**src/rtl/sram_pkg.sv**
```systemverilog
// Shared constants, pipeline tag type and helpers for the SRAM arbiter slice.
// The tag data field is sized by DW_DEF; the top's DW parameter must match it.
package sram_pkg;

    localparam logic [1:0] HTRANS_IDLE   = 2'b00;
    localparam logic [1:0] HTRANS_NONSEQ = 2'b10;

    localparam int AW_DEF = 21;
    localparam int DW_DEF = 8;
    localparam int ID_W   = 3;

    typedef struct packed {
        logic              valid;
        logic              write;
        logic [ID_W-1:0]   id;
        logic [DW_DEF-1:0] data;
    } tag_t;

    // Index of the set bit of a one-hot vector; zero when nothing is set.
    function automatic logic [ID_W-1:0] onehot_to_id(input logic [7:0] oh);
        logic [ID_W-1:0] id;
        id = '0;
        for (int i = 0; i < 8; i++) begin
            if (oh[i]) id = ID_W'(i);
        end
        return id;
    endfunction

endpackage

```
**src/rtl/rr_arbiter.sv**
```systemverilog
// Round-robin arbiter: the search for a winner starts at the registered pointer,
// and the pointer moves just past the winner whenever a grant is taken.
module rr_arbiter #(
    parameter  int N  = 4,
    localparam int PW = $clog2(N)
) (
    input  logic          i_clk,
    input  logic          i_rst_n,
    input  logic [N-1:0]  i_req,
    input  logic          i_advance,
    output logic [N-1:0]  o_gnt,
    output logic [PW-1:0] o_ptr
);

    logic [PW-1:0] r_ptr;
    logic [PW-1:0] w_win;
    logic [N-1:0]  w_upper;

    // Requests at or above the pointer win first; otherwise wrap to the lowest request.
    always_comb begin
        w_upper = '0;
        for (int i = 0; i < N; i++) begin
            w_upper[i] = i_req[i] && (PW'(i) >= r_ptr);
        end
        w_win = '0;
        for (int i = N - 1; i >= 0; i--) begin
            if (i_req[i]) w_win = PW'(i);
        end
        for (int i = N - 1; i >= 0; i--) begin
            if (w_upper[i]) w_win = PW'(i);
        end
        o_gnt = '0;
        if (|i_req) o_gnt[w_win] = 1'b1;
    end

    always_ff @(posedge i_clk or negedge i_rst_n) begin
        if (!i_rst_n) begin
            r_ptr <= '0;
        end else if (i_advance) begin
            r_ptr <= (w_win == PW'(N - 1)) ? '0 : w_win + 1'b1;
        end
    end

    assign o_ptr = r_ptr;

endmodule

```
**src/rtl/sram_arbiter.sv**
```systemverilog
// Shares the single AHB-style port of sram_control between NUM_REQ requesters:
// round-robin grant, address phase, write data phase and read return routing.
module sram_arbiter
    import sram_pkg::*;
#(
    parameter int NUM_REQ = 4,
    parameter int AW      = AW_DEF,
    parameter int DW      = DW_DEF
) (
    input  logic                  HCLK,
    input  logic                  reset_b,
    input  logic [NUM_REQ-1:0]    req,
    input  logic [NUM_REQ-1:0]    we,
    input  logic [NUM_REQ*AW-1:0] addr,
    input  logic [NUM_REQ*DW-1:0] wdata,
    output logic [NUM_REQ-1:0]    gnt,
    output logic [NUM_REQ-1:0]    rvalid,
    output logic [DW-1:0]         rdata,
    output logic [AW-1:0]         HADDR,
    output logic                  HWRITE,
    output logic [1:0]            HTRANS,
    output logic [DW-1:0]         HWDATA,
    input  logic [DW-1:0]         HRDATA
);

    localparam int PW = $clog2(NUM_REQ);

    // req/gnt: a requester raises req with addr/we/wdata stable and keeps them
    // until gnt; the request is accepted at the rising edge where gnt is high.
    logic [NUM_REQ-1:0] w_req;
    logic [NUM_REQ-1:0] w_gnt;
    logic [PW-1:0]      w_ptr;
    logic               w_any;
    logic [ID_W-1:0]    w_win;
    logic [AW-1:0]      w_sel_addr;
    logic               w_sel_we;
    logic [DW-1:0]      w_sel_wdata;

    tag_t               r_s1;
    tag_t               r_s2;
    logic [AW-1:0]      r_haddr;
    logic               r_hwrite;
    logic [NUM_REQ-1:0] r_rvalid;
    logic [DW-1:0]      r_rdata;

    assign w_req = reset_b ? req : '0;

    rr_arbiter #(.N(NUM_REQ)) u_rr (
        .i_clk     (HCLK),
        .i_rst_n   (reset_b),
        .i_req     (w_req),
        .i_advance (w_any),
        .o_gnt     (w_gnt),
        .o_ptr     (w_ptr)
    );

    assign w_any = |w_gnt;
    assign w_win = onehot_to_id(8'(w_gnt));

    // AND-OR select of the winner's fields; the grant is one-hot.
    always_comb begin
        w_sel_addr  = '0;
        w_sel_we    = 1'b0;
        w_sel_wdata = '0;
        for (int i = 0; i < NUM_REQ; i++) begin
            if (w_gnt[i]) begin
                w_sel_addr  = addr[i*AW +: AW];
                w_sel_we    = we[i];
                w_sel_wdata = wdata[i*DW +: DW];
            end
        end
    end

    always_ff @(posedge HCLK or negedge reset_b) begin
        if (!reset_b) begin
            r_s1     <= '0;
            r_s2     <= '0;
            r_haddr  <= '0;
            r_hwrite <= 1'b0;
            r_rvalid <= '0;
            r_rdata  <= '0;
        end else begin
            r_s1.valid <= w_any;
            if (w_any) begin
                r_s1.write <= w_sel_we;
                r_s1.id    <= w_win;
                r_s1.data  <= DW_DEF'(w_sel_wdata);
                r_haddr    <= w_sel_addr;
                r_hwrite   <= w_sel_we;
            end
            r_s2.valid <= r_s1.valid;
            r_s2.write <= r_s1.write;
            r_s2.id    <= r_s1.id;
            // Stage-2 data doubles as HWDATA, so it only moves on a write.
            if (r_s1.valid && r_s1.write) r_s2.data <= r_s1.data;
            for (int i = 0; i < NUM_REQ; i++) begin
                r_rvalid[i] <= r_s2.valid && !r_s2.write && (r_s2.id == ID_W'(i));
            end
            if (r_s2.valid && !r_s2.write) r_rdata <= HRDATA;
        end
    end

    assign gnt    = w_gnt;
    assign HTRANS = r_s1.valid ? HTRANS_NONSEQ : HTRANS_IDLE;
    assign HADDR  = r_haddr;
    assign HWRITE = r_hwrite;
    assign HWDATA = DW'(r_s2.data);
    assign rvalid = r_rvalid;
    assign rdata  = r_rdata;

    generate
        for (genvar gi = 0; gi < NUM_REQ; gi++) begin : g_hold
            a_req_stable: assert property (@(posedge HCLK) disable iff (!reset_b)
                (req[gi] && !gnt[gi]) |=> (!req[gi] ||
                    ($stable(addr[gi*AW +: AW]) && $stable(we[gi]) &&
                     $stable(wdata[gi*DW +: DW]))));
        end
    endgenerate

    a_ptr_hold: assert property (@(posedge HCLK) disable iff (!reset_b)
        !w_any |=> (w_ptr == $past(w_ptr)));

    a_rvalid_onehot: assert property (@(posedge HCLK) disable iff (!reset_b)
        $onehot0(rvalid));

endmodule

```
**config.mk**
```make
export PLATFORM = sky130hd
export DESIGN_NAME = sram_arbiter
export DESIGN_NICKNAME = d
export VERILOG_FILES = /design/src/rtl/sram_pkg.sv /design/src/rtl/rr_arbiter.sv /design/src/rtl/sram_arbiter.sv
export SDC_FILE = /design/constraint.sdc
export NUM_CORES = 1
export LEC_CHECK = 0
export BUFFER_PORTS_ARGS = -buffer_cell sky130_fd_sc_hd__buf_2
export CAP_MARGIN = 10
export CORE_UTILIZATION = 35
export DETAILED_ROUTE_END_ITERATION = 10
export MAX_ROUTING_LAYER = met4
export PLACE_DENSITY = 0.68
export REMOVE_ABC_BUFFERS = 1
export SLEW_MARGIN = 20
export SYNTH_ARGS = -nofsm -noshare
export SYNTH_HDL_FRONTEND = slang
export SYNTH_SLANG_ARGS = --single-unit
```
**constraint.sdc**
```tcl
create_clock -name HCLK -period 2.3 [get_ports HCLK]
set_clock_uncertainty 0.2 [all_clocks]
set_input_delay 0.115 -clock HCLK [delete_from_list [all_inputs] [get_ports HCLK]]
set_output_delay 0.115 -clock HCLK [all_outputs]
set_load 0.01 [all_outputs]
```
==> results.ini <==
[cts]
clock_path_buffers=2
clk_latency_ns=0.34
holdBufCountCts=96
clk_pin_slew_ns=0.07
cts_buffers=9
clock_sinks=59
h-tree-depth=3
cts_tree=yes
root_buffer=clkbuf_8

[floorplan]
die_x_um=98.13
core_area_um2=8848
chipHeight_um=98.13
pin_count=182
die_area_um2=9630
start_util=0.3655
rows=34

[setup_path]
critPathTopFamily=compound AO/OA/AOI/OAI gates
required_ns=2.31
slowest_stage=dfrtp_1
cp_slowest_stage_delay_ns=0.44
crit_path_start_kind=register
critPathKind=reg2reg
endpoint_kind=register
crit_fanout=12
crit_path_frequent_cell=buf_4
crit_buf_inv=5
arrival_ns=2.51
path_cells=nand2b_1 > a21oi_2 > a211oi_2 > buf_4 > ha_4 > buf_6 > inv_2 > buf_12 > buf_4 > o21ai_0 > a21oi_1

[yosys]
ys_warn_count=0
synth_top_cells_by_count=69 x a21oi_1, 59 x dfrtp_1, 40 x o21ai_0
synth_area_um2=3234
postSynthCellCount=338
synth_area_leaders=dfrtp_1 46%, a21oi_1 11%, o21ai_0 6.2%
synth_cell_types=40
synth_seq_cells=59
synth.top_cell.area_share=0.4565
synth_seq_area_share=0.4565
postSynthAreaPerCell_um2=9.569
synth_flop_cell=dfrtp_1
synth.largest_area_cell=dfrtp_1
async_reset_ff_frac=1.000
yosysMostFrequentCell=a21oi_1
synth_edf_count=0

[pwr]
p_leak_nw=2.725
power_w=0.005671
pwr_density_cell_nw_per_um2=946.7
ir_worst_vdd_mv=0.5411

[cells_and_area]
finish.utilization=0.6770
design_area_um2=5991
layout.nets=772
area_growth_pct=85.22
drive_gt1_frac=0.4851
num_antenna_cells=0

[global_route]
grt_max_degree=63
grt_pass1_wl_um=20080
grt-ovfl-total=0
antenna_found_initial=0
grt_pass1_vias=4246
grt_usage=0.2775

[sta]
setup_slack_ns=-0.1985
drv_slew=0
max-slew-margin-rel=0.4465
rsz0062_at_grt=yes
worst_pin_slew_ns=0.8302
finalCriticalPeriod_ns=2.498
fmax_mhz=400.2
hold_violations=59
post-route-period-util=1.086
setup_violations=38
worst_hold_slack_ns=-0.1621
setup-tns-final_ns=-5.513

[drt]
ant_nets=0
wire_per_inst_um=17.21
first_pass_iters=9
dr_total_vias=3918
drtIter0Drc=203
remaining_drc_errors=6
via_per_inst=5.245
drt_wl_total_um=12860

[placed_design]
port_buffers=180
placement.cell_area_um2=4323
place_congestion=0.8174
hpwl_um=7179

[outcome]
status=finished with violations
violations=design-rule violations, negative hold slack, negative setup slack

[job]
drv_cap=0

[hold_path]
hold_class=in2async

==> cells by family after synthesis <==
group	synth area share
and+or+nand+nor	0.1215
muxes	0.06344
adders and majority gates	0.01547
buffers and inverters	0.07465
other	0.001159
AOI/OAI and AO/OA	0.2673
DFF	0.4565
==> placed cells by master (no fill, tap or decap), types with 9 or more instances in the layout <==
master	count
mux2_2	16
nor2_2	16
buf_4	24
nor2b_1	26
dfrtp_1	59
a21oi_1	64
o21ai_1	9
o221ai_1	9
buf_2	179
buf_6	10
dlygate4sd3_1	96
clkbuf_8	10
o21ai_0	36
==> cell type report <==
type	instances	area, um2
Clock inverter	6	88.84
Fill cell	655	2858
Inverter	5	28.78
Sequential cell	59	1476
Timing Repair Buffer	319	2352
Multi-Input combinational cell	240	1772
Clock buffer	10	137.6
Tap cell	108	135.1
==> report_power, final <==
part | switching, W | total [W] | internal, W
logic | 0.00131 | 0.00273 | 0.00142
registers | 0.000340 | 0.00186 | 0.00152
clock network | 0.000435 | 0.00107 | 0.000639
==> flip-flops by register name, indices dropped and copies added, names as in the netlist <==
register    count
rvalid          4
HWRITE          1
r_s2            4
rdata           8
r_s1           11
HWDATA          8
u_rr.o_ptr      2
HADDR          21
==> routing by layer <==
layer	wire, um	global-route usage
met1	4810	0.2991
met5	0	-
met3	888	0.05655
met4	480	0.1711
met2	6676	0.4691
==> worst paths after layout <==
check / from / end / slack [ns] / depth (start not counted)
max: u_rr.o_ptr[1]$_DFFE_PN0P_ / r_s1[2]$_DFFE_PN0P_ / -0.20 / 11
min: reset_b / rdata[2]$_DFFE_PN0P_ / -0.16 / 2
max reg2reg: u_rr.o_ptr[1]$_DFFE_PN0P_ / r_s1[2]$_DFFE_PN0P_ / -0.20 / 11
min reg2reg: r_s1[12]$_DFF_PN0_ / r_s2[12]$_DFF_PN0_ / 0.21 / 0
max in group asynchronous: reset_b / HADDR[10]$_DFFE_PN0P_ / 1.52 / 2
min in group HCLK: addr[60] / HADDR[18]$_DFFE_PN0P_ / 0.02 / 5
==> through the flow <==
stage / setup slack [ns] / instances
6_report: -0.1985 / 747
5_1_grt: -0.2876 / 747
4_1_cts: -0.06762 / 744
3_5_place_dp: -0.2798 / 618
3_3_place_gp: -0.1766 / 618
2_1_floorplan: -0.5620 / 304
==> repair_timing <==
| action | 4_1_cts | 5_1_grt |
|---|---|---|
| pin swaps | 16 | 4 |
| setup endpoints to repair | 39 | 38 |
| buffers inserted | 12 | 3 |
| gates resized for setup | 69 | 15 |
| hold endpoints to repair | 97 | 59 |
| cloned | 3 | 0 |
(Power assumes the default switching activity.)
